## src/rtl/fp_func_pkg.sv

```systemverilog
// Shared constants, engine state encoding and unit-handshake helpers for the
// fp_func scheduler.
package fp_func_pkg;

  localparam logic [31:0] FP_NAN = 32'h7FC00000;
  localparam logic [31:0] FP_ONE = 32'h3F800000;

  typedef enum logic [2:0] {
    S_IDLE,
    S_P1,
    S_MUL_S,
    S_COS,
    S_MUL_P,
    S_MUL_H,
    S_ADD,
    S_HOLD
  } state_t;

  // States that own a unit: the first cycle fires go, later cycles wait on done.
  function automatic logic is_unit_state(input state_t s);
    return (s != S_IDLE) && (s != S_HOLD);
  endfunction

  // A done pulse only counts once the matching go has been issued.
  function automatic logic unit_fires(input logic issued, input logic done);
    return issued && done;
  endfunction

endpackage

```

## src/rtl/fp_func_fifo.sv

```systemverilog
// Input FIFO for the scheduler: x plus mode bit, fall-through read so the
// engine can pop and capture in the same cycle.
module fp_func_fifo #(
  parameter int DEPTH = 4,
  parameter int WIDTH = 33
) (
  input  logic             clk,
  input  logic             reset_n,
  input  logic             push,
  input  logic [WIDTH-1:0] push_data,
  input  logic             pop,
  output logic [WIDTH-1:0] pop_data,
  output logic             full,
  output logic             empty
);

  localparam int AW = $clog2(DEPTH);

  logic [WIDTH-1:0] mem [DEPTH];
  logic [AW:0]      wr_ptr;
  logic [AW:0]      rd_ptr;

  always_ff @(posedge clk) begin
    if (push) mem[wr_ptr[AW-1:0]] <= push_data;
  end

  always_ff @(posedge clk or negedge reset_n) begin
    if (!reset_n) begin
      wr_ptr <= '0;
      rd_ptr <= '0;
    end else begin
      if (push) wr_ptr <= wr_ptr + (AW+1)'(1);
      if (pop)  rd_ptr <= rd_ptr + (AW+1)'(1);
    end
  end

  // The extra pointer bit separates full from empty when the indices match.
  assign empty    = (wr_ptr == rd_ptr);
  assign full     = (wr_ptr[AW] != rd_ptr[AW]) && (wr_ptr[AW-1:0] == rd_ptr[AW-1:0]);
  assign pop_data = mem[rd_ptr[AW-1:0]];

endmodule

```

## src/rtl/fp_func_sched.sv

```systemverilog
// Time-multiplexed scheduler for y = K_A*x + x^2*cos((x-K_C)*K_S) driving
// shared mul, add/sub and cos units, with a watchdog that aborts hung jobs.
module fp_func_sched
  import fp_func_pkg::*;
#(
  parameter int          DEPTH   = 4,
  parameter logic [31:0] K_A     = 32'h3F000000,
  parameter logic [31:0] K_C     = 32'h43000000,
  parameter logic [31:0] K_S     = 32'h3C000000,
  parameter int          TIMEOUT = 1024
) (
  input  logic        clk,
  input  logic        reset_n,
  input  logic        in_valid,
  output logic        in_ready,
  input  logic [31:0] in_data,
  input  logic        in_mode,
  output logic        out_valid,
  input  logic        out_ready,
  output logic [31:0] out_data,
  output logic        out_err,
  output logic        busy,
  output logic        mul_go,
  output logic [31:0] mul_a,
  output logic [31:0] mul_b,
  input  logic        mul_done,
  input  logic [31:0] mul_res,
  output logic        add_go,
  output logic        add_sub,
  output logic [31:0] add_a,
  output logic [31:0] add_b,
  input  logic        add_done,
  input  logic [31:0] add_res,
  output logic        cos_go,
  output logic [31:0] cos_in,
  input  logic        cos_done,
  input  logic [31:0] cos_res
);

  localparam int WDW = $clog2(TIMEOUT) + 1;

  state_t state_reg, state_next;
  logic   issued_reg, issued_next;
  logic   pop;
  logic   push;
  logic   fifo_full, fifo_empty;
  logic [32:0] fifo_data;

  logic [31:0] x_reg, t_reg, sq_reg, u_reg, c_reg, p_reg, h_reg, y_reg;
  logic        mode_reg, err_reg;
  logic        add_got_reg, mul_got_reg;
  logic [WDW-1:0] wd_reg;
  logic        rdy_en_reg;
  logic        out_valid_reg, out_err_reg;
  logic [31:0] out_data_reg;

  logic unit_state, go_now, waiting, step_done, accepted, timed_out, out_free;

  fp_func_fifo #(.DEPTH(DEPTH), .WIDTH(33)) u_fifo (
    .clk       (clk),
    .reset_n   (reset_n),
    .push      (push),
    .push_data ({in_mode, in_data}),
    .pop       (pop),
    .pop_data  (fifo_data),
    .full      (fifo_full),
    .empty     (fifo_empty)
  );

  assign in_ready   = rdy_en_reg && !fifo_full;
  assign push       = in_valid && in_ready;
  assign busy       = (state_reg != S_IDLE) || !fifo_empty;
  assign out_valid  = out_valid_reg;
  assign out_data   = out_data_reg;
  assign out_err    = out_err_reg;
  assign out_free   = !out_valid_reg || out_ready;

  assign unit_state = is_unit_state(state_reg);
  assign go_now     = unit_state && !issued_reg;
  assign waiting    = unit_state && issued_reg;

  // P1 waits on two units; either done may arrive first or both together.
  always_comb begin
    step_done = 1'b0;
    case (state_reg)
      S_P1:                     step_done = (add_got_reg || add_done) && (mul_got_reg || mul_done);
      S_MUL_S, S_MUL_P, S_MUL_H: step_done = mul_done;
      S_COS:                    step_done = cos_done;
      S_ADD:                    step_done = add_done;
      default:                  step_done = 1'b0;
    endcase
  end

  assign accepted  = unit_fires(waiting, step_done);
  assign timed_out = waiting && !step_done && (wd_reg == WDW'(TIMEOUT - 1));

  always_ff @(posedge clk or negedge reset_n) begin
    if (!reset_n) begin
      state_reg  <= S_IDLE;
      issued_reg <= 1'b0;
    end else begin
      state_reg  <= state_next;
      issued_reg <= issued_next;
    end
  end

  always_comb begin
    state_next  = state_reg;
    issued_next = issued_reg;
    pop         = 1'b0;
    case (state_reg)
      S_IDLE: begin
        if (!fifo_empty) begin
          pop         = 1'b1;
          state_next  = S_P1;
          issued_next = 1'b0;
        end
      end
      S_HOLD: begin
        if (out_free) state_next = S_IDLE;
      end
      default: begin
        if (go_now) begin
          issued_next = 1'b1;
        end else if (timed_out) begin
          state_next  = S_HOLD;
          issued_next = 1'b0;
        end else if (accepted) begin
          issued_next = 1'b0;
          case (state_reg)
            S_P1:    state_next = mode_reg ? S_MUL_H : S_MUL_S;
            S_MUL_S: state_next = S_COS;
            S_COS:   state_next = S_MUL_P;
            S_MUL_P: state_next = S_MUL_H;
            S_MUL_H: state_next = S_ADD;
            S_ADD:   state_next = out_free ? S_IDLE : S_HOLD;
            default: state_next = S_IDLE;
          endcase
        end
      end
    endcase
  end

  // Operands are pure functions of state and captured registers, so they stay
  // stable for the whole go..done window.
  always_comb begin
    mul_go  = 1'b0;
    add_go  = 1'b0;
    cos_go  = 1'b0;
    mul_a   = x_reg;
    mul_b   = x_reg;
    add_sub = 1'b1;
    add_a   = x_reg;
    add_b   = K_C;
    cos_in  = u_reg;
    case (state_reg)
      S_P1: begin
        mul_go = go_now;
        add_go = go_now;
      end
      S_MUL_S: begin
        mul_go = go_now;
        mul_a  = t_reg;
        mul_b  = K_S;
      end
      S_COS: cos_go = go_now;
      S_MUL_P: begin
        mul_go = go_now;
        mul_a  = sq_reg;
        mul_b  = c_reg;
      end
      S_MUL_H: begin
        mul_go = go_now;
        mul_a  = K_A;
        mul_b  = x_reg;
      end
      S_ADD: begin
        add_go  = go_now;
        add_sub = 1'b0;
        add_a   = h_reg;
        add_b   = p_reg;
      end
      default: ;
    endcase
  end

  always_ff @(posedge clk or negedge reset_n) begin
    if (!reset_n) begin
      x_reg         <= '0;
      mode_reg      <= 1'b0;
      t_reg         <= '0;
      sq_reg        <= '0;
      u_reg         <= '0;
      c_reg         <= '0;
      p_reg         <= '0;
      h_reg         <= '0;
      y_reg         <= '0;
      err_reg       <= 1'b0;
      add_got_reg   <= 1'b0;
      mul_got_reg   <= 1'b0;
      wd_reg        <= '0;
      rdy_en_reg    <= 1'b0;
      out_valid_reg <= 1'b0;
      out_data_reg  <= '0;
      out_err_reg   <= 1'b0;
    end else begin
      rdy_en_reg <= 1'b1;

      if (pop) begin
        x_reg    <= fifo_data[31:0];
        mode_reg <= fifo_data[32];
      end

      if (go_now)       wd_reg <= '0;
      else if (waiting) wd_reg <= wd_reg + WDW'(1);

      if (state_reg == S_P1) begin
        if (go_now) begin
          add_got_reg <= 1'b0;
          mul_got_reg <= 1'b0;
        end else begin
          if (add_done && !add_got_reg) begin
            t_reg       <= add_res;
            add_got_reg <= 1'b1;
          end
          if (mul_done && !mul_got_reg) begin
            sq_reg      <= mul_res;
            mul_got_reg <= 1'b1;
          end
        end
      end

      // Bypass mode skips the cos chain, so the square feeds the final add.
      if (state_reg == S_MUL_H && go_now && mode_reg) p_reg <= sq_reg;

      if (accepted) begin
        case (state_reg)
          S_MUL_S: u_reg <= mul_res;
          S_COS:   c_reg <= cos_res;
          S_MUL_P: p_reg <= mul_res;
          S_MUL_H: h_reg <= mul_res;
          S_ADD: begin
            y_reg   <= add_res;
            err_reg <= 1'b0;
          end
          default: ;
        endcase
      end

      if (timed_out) begin
        y_reg   <= FP_NAN;
        err_reg <= 1'b1;
      end

      if (state_reg == S_ADD && accepted && out_free) begin
        out_valid_reg <= 1'b1;
        out_data_reg  <= add_res;
        out_err_reg   <= 1'b0;
      end else if (state_reg == S_HOLD && out_free) begin
        out_valid_reg <= 1'b1;
        out_data_reg  <= y_reg;
        out_err_reg   <= err_reg;
      end else if (out_ready) begin
        out_valid_reg <= 1'b0;
      end
    end
  end

endmodule

```

## config.mk

```make
export PLATFORM = sky130hd
export DESIGN_NAME = fp_func_sched
export DESIGN_NICKNAME = d
export VERILOG_FILES = /design/src/rtl/fp_func_pkg.sv /design/src/rtl/fp_func_fifo.sv /design/src/rtl/fp_func_sched.sv
export SDC_FILE = /design/constraint.sdc
export NUM_CORES = 1
export LEC_CHECK = 0
export ABC_AREA = 1
export BUFFER_PORTS_ARGS = -buffer_cell sky130_fd_sc_hd__buf_2
export CAP_MARGIN = 10
export CELL_PAD_IN_SITES_DETAIL_PLACEMENT = 1
export CELL_PAD_IN_SITES_GLOBAL_PLACEMENT = 1
export CORE_ASPECT_RATIO = 2
export CORE_MARGIN = 5
export CORE_UTILIZATION = 39
export CTS_CLUSTER_DIAMETER = 60
export DETAILED_ROUTE_END_ITERATION = 8
export PLACE_DENSITY = 0.87
export SYNTH_ARGS = -nofsm -noshare
export SYNTH_HDL_FRONTEND = slang
export SYNTH_SLANG_ARGS = --single-unit
```

## constraint.sdc

```tcl
create_clock -name clk -period 3.1 [get_ports clk]
set_clock_uncertainty 0.2 [all_clocks]
set_input_delay 0.155 -clock clk [delete_from_list [all_inputs] [get_ports clk]]
set_output_delay 0.155 -clock clk [all_outputs]
set_load 0.02 [all_outputs]
```

==> results of run 1 <==
-- critical path, cell delays in order, from the launching register on --
cell and delay [ns]:
dfrtp_2 0.51, inv_1 0.19, nand3_2 0.18, nand2_1 0.32, inv_2 0.12, nand2_1 0.19
o2111ai_1 0.30, buf_2 0.27
-- report_power, final --
part / switching [mW] / internal, mW / leakage (nW)
Clock: 2.48 / 3.09 / 0.713
Combinational: 7.22 / 3.60 / 6.25
Sequential: 1.67 / 7.96 / 5.29
-- how the worst max path moves through the flow --
stage	end	slack, ns
floorplan	u_fifo.mem[0][0]	-0.08
global placement	out_data[27]	0.49
detailed placement	out_data[16]	0.41
CTS	mul_b[19]	0.04
global route	add_go	0.04
finish	mul_a[24]	0.07
-- cell usage in the layout, fill, tap and decap left out, drive strengths merged, types with 2 or more instances in the layout --
| master | netlist | routed |
|---|---|---|
| mux2 | 30 | 30 |
| o211ai | 26 | 26 |
| a22o | 26 | 26 |
| nand3 | 80 | 80 |
| nor3 | 6 | 6 |
| or2 | 3 | 3 |
| o21ai | 300 | 300 |
| a31oi | 2 | 2 |
| dlygate4sd3 | 0 | 134 |
| dfrtp | 316 | 316 |
| xor2 | 3 | 3 |
| edfxtp | 132 | 132 |
| nand2 | 667 | 667 |
| clkinvlp | 0 | 5 |
| nor2 | 132 | 132 |
| xnor2 | 5 | 5 |
| clkinv | 2 | 7 |
| bufinv | 0 | 2 |
| a21oi | 11 | 11 |
| clkbuf | 52 | 62 |
| o22ai | 33 | 33 |
| o21bai | 2 | 2 |
| nor3b | 2 | 2 |
| inv | 199 | 206 |
| buf | 67 | 375 |
| ha | 6 | 6 |
| nand4 | 7 | 7 |
| o2111ai | 6 | 6 |
| o22a | 2 | 2 |
-- synth_stat cells (6+ instances only) --
master / number / area (um^2)
a21oi_1: 11 / 55.1
a22o_1: 26 / 228
buf_1: 8 / 30.0
buf_2: 21 / 105
buf_4: 12 / 90.1
buf_6: 26 / 293
clkbuf_1: 50 / 188
dfrtp_1: 316 / 7910
edfxtp_1: 132 / 3960
ha_1: 6 / 75.1
inv_1: 189 / 709
mux2_2: 29 / 327
nand2_1: 654 / 2450
nand2_4: 6 / 67.6
nand3_1: 73 / 365
nand4_1: 7 / 43.8
nor2_1: 126 / 473
nor3_1: 6 / 30.0
o2111ai_1: 6 / 52.6
o211ai_1: 26 / 195
o21ai_0: 194 / 971
o21ai_1: 54 / 270
o21ai_2: 52 / 455
o22ai_1: 33 / 206
-- cell families (layout without fill, tap and decap cells) --
family          after synthesis  count (layout)  synth area share [%]
simple gates                900             900                  18.7
flops                       448             448                  59.1
compound gates              409             409                  12.4
buf+inv                     320             791                  7.44
mux                          30              30                  1.68
xor+xnor                      8               8                 0.349
fa+ha+maj                     6               6                 0.374
other cells                   1               2                0.0187
-- timing repair --
item	4_1_cts	5_1_grt
resized for setup	3	2
endpoints found under the hold margin	706	0
setup endpoints to repair	30	16
hold buffers	135	0
pin swaps	0	0
cloned	0	0
-- metal layers --
| layer | wire length, um | global-route usage, % |
|---|---|---|
| met5 | 13 | 0 |
| met4 | 4950 | 15.0 |
| met3 | 4560 | 3.81 |
| met2 | 40000 | 48.7 |
| met1 | 28000 | 30.8 |
-- final cells by class --
class,instances,area [um^2],share of cell area [%]
multi-input combinational,1354,6770,26.9
antenna,1,2.50,0.00992
tap,654,818,3.24
timing repair buffer,509,3490,13.9
clock buffer,62,1270,5.06
sequential,448,11900,47.1
clock inverter,19,203,0.804
inverter,201,779,3.09
==> qor.yml, run 1 <==
syn_area_um2: 20100
slew_headroom_pct: 43.5
synth_seq_area_share_pct: 59.1
power.density_nw_per_um2: 1030
clk_path_buf_depth: 3
outcome: "finished clean"
start_kind: "register"
synthCells: 2122
tritoncts: "done"
gp_congestion: 0.918
setup_slack_ns: 0.0745
hpwl_mm: 52.2
critPathLaunch: "state_reg[0]"
hold_start: "out_ready"
core-area_um2: 50900
place_ws_ns: 0.410
worstMarginPinSlew_ns: 0.847
final.setup.tns_ns: 0
power.total_mw: 26.0
drive_gt1_share_pct: 22.3
cts_sinks: 448
required_ns: 2.74
rsz0062_at_grt: "false"
syn_to_final_growth_pct: 25.5
die_h_um: 331
start_util_pct: 39.4
clock.fmax_ghz: 0.331
critical_path.max_fanout: 8
grt_pass1_vias: 19200
drt_iter0_drc: 1535
avgSynthCellArea_um2: 9.47
grtUsageTotal_pct: 27.2
fill_cells: 5761
die_area_um2: 56400
nets: 2700
clk_pin_slew_worst_paths_ns: 0.07
ys_warn_count: 0
finalHoldViolations: 0
vias: 17600
drt-pass1-iter-count: 5
holdCritPathClass: "in -> reg"
finalSetupViolations: 0
ios: 336
min_path_cells: 4
timing.rr.end: "out_data[8]"
r2r_start: "out_valid"
synth_cell_type_count: 49
fin_util_pct: 49.5
ys_async_sr_fraction_pct: 70.5
viasPerCell: 5.42
gr-total-overflow: 0
cts_buffers: 44
largest_register_ffs: 132
post-place-cells: 3031
cts_setup_buffers: 0
crit_arrival_ns: 2.67
synth_fp_nets: 2264
detail_route.wirelength_mm: 77.5
grt_pass1_wl_mm: 116
end_kind: "primary output"
grt_max_degree: 68
finalMaxSlewViolations: 0
period_share_pct: 97.6
dieWidth_um: 170
ys_ff_latch: 448
path_class: "reg -> out"
rows: 117
numPortBuffers: 335
peakVddDrop_mv: 0.627
p_leak_nw: 12.3
root_buffer: "clkbuf_16"
worstRegToRegCells: 8
ff2ff_setup_slack_ns: 0.35
ctsHtreeMaxLevel: 2
ys.flop_type: "dfrtp_1"
timing.final.crit_period_ns: 3.03
stdcell_count: 3248
cap_viol_max_count: 0
placed_area_um2: 22400
drc: 0
design_area_um2: 25200
synth-edff-count: 132
drtAntennaViolNets: 0
fin_hold_ws_ns: 0.0566
wl_per_cell_um: 23.9
clock_latency_ns: 0.57
hold_path_end: "out_valid"
antenna_found_initial: 3
Power figures use the tool's default switching activity.
==> run 2, diff against run 1 <==
HOLD_SLACK_MARGIN = 0.06   (was not set)
==> qor.yml, run 2 (synthesis gave the netlist of run 1 again) <==
gp_congestion: 0.918
hold_path_end: "u_fifo.mem[0][15]"
critPathSlowestCell: "dfrtp_2"
cts_sinks: 448
vias: 17600
ctsHtreeMaxLevel: 2
final.setup.tns_ns: 0
stdcell_count: 3248
start_kind: "register"
hold_start: "in_data[15]"
detail_route.wirelength_mm: 78.0
start_util_pct: 39.4
syn_to_final_growth_pct: 25.6
root_buffer: "clkbuf_16"
numPortBuffers: 335
path_cells: "inv_1 -> nand3_2 -> nand2_1 -> inv_2 -> nand2_1 -> o2111ai_1 -> buf_2"
viasPerCell: 5.42
grtUsageTotal_pct: 27.3
fill_cells: 5770
post-place-cells: 3031
cts_setup_buffers: 0
holdCritPathClass: "in -> reg"
num_antenna_cells: 0
mostFrequentLayoutCells: "nand2_1 (653), buf_2 (334), dfrtp_1 (312), o21ai_0 (194), inv_1 (188)"
required_ns: 2.74
placed_area_um2: 22400
end_kind: "primary output"
critical_path.max_fanout: 8
path_class: "reg -> out"
outcome: "finished clean"
drt-pass1-iter-count: 7
grt_pass1_vias: 19300
core-area_um2: 50900
nets: 2701
clock_latency_ns: 0.58
p_leak_nw: 12.3
r2r_start: "out_valid"
period_share_pct: 97.6
path_buf_inv: 3
finalSetupViolations: 0
die_h_um: 331
cap_viol_max_count: 0
cts_buffers: 44
critPathMaxStageDelay_ns: 0.51
largest_register_ffs: 132
ios: 336
drt_iter0_drc: 1435
fin_hold_ws_ns: 0.119
rsz0062_at_grt: "false"
min_path_cells: 2
peakVddDrop_mv: 0.628
finalHoldViolations: 0
antenna_found_initial: 3
crit_arrival_ns: 2.67
crit_path_frequent_cell: "nand2_1"
drc: 0
timing.rr.end: "out_data[31]"
ff2ff_setup_slack_ns: 0.30
design_area_um2: 25200
grt_max_degree: 68
finalMaxSlewViolations: 0
worstMarginPinSlew_ns: 0.855
tritoncts: "done"
timing.final.crit_period_ns: 3.03
wl_per_cell_um: 24.0
power.density_nw_per_um2: 1030
clk_path_buf_depth: 3
clk_pin_slew_worst_paths_ns: 0.07
cp_top_family: "simple AND/OR/NAND/NOR gates"
power.total_mw: 26.1
gr-total-overflow: 0
worstRegToRegCells: 8
final_common_cell: "nand2_1"
drtAntennaViolNets: 0
rows: 117
drive_gt1_share_pct: 22.3
grt_pass1_wl_mm: 117
hpwl_mm: 52.2
slew_headroom_pct: 43.0
clock.fmax_ghz: 0.330
die_area_um2: 56400
dieWidth_um: 170
==> run 2: changes by cell type in the layout (fill, tap and decap cells not counted), sizes merged <==
cell / change
diode: -1
dlygate4sd3: +1
==> run 2: cell type report <==
class | instances | area, um^2 | share of cell area, %
clock inverter | 19 | 203 | 0.803
tap | 654 | 818 | 3.24
clock buffer | 62 | 1270 | 5.05
sequential | 448 | 11900 | 47.1
multi-input combinational | 1354 | 6770 | 26.8
inverter | 201 | 779 | 3.09
timing repair buffer | 510 | 3500 | 13.9
==> run 2: metal layers <==
metal,track usage [%],routed length [um],vias to the layer above
met5,0,13,-
met4,15.5,5020,2
met3,3.83,4450,223
met2,49.2,40300,783
met1,30.6,28200,8800
li1,-,-,7801
==> run 2: where the power goes <==
part / internal, mW / leakage (nW) / switching, mW
Combinational: 3.60 / 6.25 / 7.24
Sequential: 7.96 / 5.29 / 1.68
Clock: 3.09 / 0.713 / 2.49
==> run 2: through the flow <==
stage,setup WS [ns],utilization (%)
after CTS,0.0360,49.5
after detailed placement,0.410,43.9
after global placement,0.487,43.9
after floorplan,-0.0764,-
after global routing,0.0352,49.5
final,0.0739,49.5
==> run 2: worst max path at each step <==
stage                     start               end  slack, ns  cells past startpoint
6_report           state_reg[0]         mul_a[24]       0.07                      7
4_1_cts            state_reg[0]         mul_b[19]       0.04                      7
5_1_grt            state_reg[0]            add_go       0.04                      5
2_1_floorplan  u_fifo.rd_ptr[1]  u_fifo.mem[0][0]      -0.08                      7
3_5_place_dp       state_reg[2]      out_data[16]       0.41                      9
3_3_place_gp          out_valid      out_data[27]       0.49                      8
==> run 2: what timing repair did <==
action / CTS / global route
cloned: 0 / 0
hold buffers: 136 / 0
endpoints found under the hold margin: 710 / 0
gates resized for setup: 3 / 2
setup endpoints to repair: 30 / 16
==> run 3, diff against run 2 <==
BUFFER_PORTS_ARGS = not set   (was -buffer_cell sky130_fd_sc_hd__buf_2)
CORE_UTILIZATION = 44   (was 39)
DONT_BUFFER_PORTS = 1   (was not set)
==> qor.yml, run 3 (synthesis gave the netlist of run 1 again) <==
hpwl_mm: 48.3
clock_latency_ns: 0.55
grt_max_degree: 317
die_h_um: 312
cts_sinks: 448
period_share_pct: 95.4
critical_path.max_fanout: 29
fin_util_pct: 51.8
power.density_nw_per_um2: 1050
violations: "negative hold slack"
grt_pass1_wl_mm: 109
root_buffer: "clkbuf_16"
viasPerCell: 5.73
worstRegToRegCells: 6
cp_top_family: "buffers and inverters"
core-area_um2: 45100
placed_area_um2: 20700
drtAntennaViolNets: 0
path_class: "reg -> out"
ios: 336
design_area_um2: 23400
finalSetupViolations: 0
clock.fmax_ghz: 0.338
finalMaxSlewViolations: 0
ff2ff_setup_slack_ns: 0.32
rsz0062_at_grt: "false"
drt_iter0_drc: 1153
clk_pin_slew_worst_paths_ns: 0.07
drt-pass1-iter-count: 5
gp_congestion: 0.936
crit_arrival_ns: 2.60
nets: 2381
peakVddDrop_mv: 0.722
outcome: "finished, violations left"
critPathMaxStageDelay_ns: 0.55
path_buf_inv: 4
die_area_um2: 50300
mostFrequentLayoutCells: "nand2_1 (653), dfrtp_1 (312), o21ai_0 (194), inv_1 (188), dlygate4sd3_1 (136)"
detail_route.wirelength_mm: 72.7
wl_per_cell_um: 25.7
cts_buffers: 41
timing.final.crit_period_ns: 2.96
power.total_mw: 24.6
final_common_cell: "nand2_1"
finalHoldViolations: 316
required_ns: 2.74
r2r_start: "u_fifo.wr_ptr[2]"
largest_register_ffs: 132
antenna_found_initial: 4
critPathSlowestCell: "dfrtp_2"
slew_headroom_pct: 48.8
tritoncts: "done"
ctsHtreeMaxLevel: 2
start_util_pct: 44.5
place_ws_ns: 0.409
path_cells: "nor2_8 -> nand2_4 -> buf_4 -> inv_1 -> buf_12 -> a22o_1 -> buf_4"
crit_path_frequent_cell: "buf_4"
dieWidth_um: 161
start_kind: "register"
postCtsHoldBufs: 136
gr-total-overflow: 0
vias: 16200
grt_pass1_vias: 17800
cap_viol_max_count: 0
worstMarginPinSlew_ns: 0.768
critPathLaunch: "state_reg[0]"
setup_slack_ns: 0.141
numPortBuffers: 0
syn_to_final_growth_pct: 16.3
timing.rr.end: "u_fifo.mem[2][14]"
cts_setup_buffers: 0
drc: 0
holdCritPathClass: "in -> async"
grtUsageTotal_pct: 28.3
end_kind: "primary output"
clk_path_buf_depth: 3
final.setup.tns_ns: 0
rows: 110
fin_hold_ws_ns: -0.889
drive_gt1_share_pct: 11.0
p_leak_nw: 10.8
==> run 3: cell types whose count changed in the layout (fill, tap and decap cells not counted), moves of 2 or more <==
cell        change
buf_2         -334
buf_4          +21
buf_6           -2
clkbuf_16       -3
clkbuf_8        -4
clkinv_2        +4
clkinvlp_4      -3
diode_2         +3
inv_6           -2
inv_8           -2
==> run 3: report_power, final <==
group / internal [mW] / switching [mW] / total (mW) / leakage (nW)
sequential: 7.95 / 2.10 / 10.0 / 5.29
clock: 2.86 / 2.32 / 5.18 / 0.647
combinational: 3.02 / 6.38 / 9.40 / 4.86
==> run 3: layer usage <==
metal | track usage (%) | part of all wire (%) | up-vias
met2 | 50.2 | 51 | 704
li1 | - | - | 7153
met3 | 6.09 | 6.7 | 206
met1 | 30.5 | 35 | 8159
met4 | 17.3 | 7.3 | 2
met5 | 0 | 0.018 | -
==> run 3: worst max path at each step <==
stage / end / slack (ns) / cells after the start
global placement: p_reg[0] / 0.54 / 12
CTS: mul_b[15] / 0.01 / 7
finish: mul_b[23] / 0.14 / 7
floorplan: u_fifo.mem[0][0] / -0.08 / 7
global route: mul_b[13] / 0.06 / 7
detailed placement: p_reg[26] / 0.41 / 12
==> run 3: final cells by class <==
| type | instances | area [um^2] |
|---|---|---|
| diodes | 3 | 7.51 |
| multi-input cells | 1354 | 6770 |
| clock buffers | 55 | 1140 |
| well taps | 560 | 701 |
| fillers | 4939 | 21800 |
| clock inverters | 17 | 178 |
| repair buffers | 193 | 1910 |
| flip-flops and latches | 448 | 11900 |
| inverters | 201 | 779 |
==> run 3: stage by stage <==
step | hold WS (ns) | instances
global route | -0.908 | 2830
floorplan | -0.341 | 2122
finish | -0.889 | 2831
detailed placement | -0.322 | 2620
CTS | -0.913 | 2828
global placement | -0.325 | 2620
==> run 3: what timing repair did <==
item,4_1_cts,5_1_grt
gates cloned,0,0
resized for setup,2,1
hold endpoints to repair,717,316
endpoints found under the setup margin,7,40
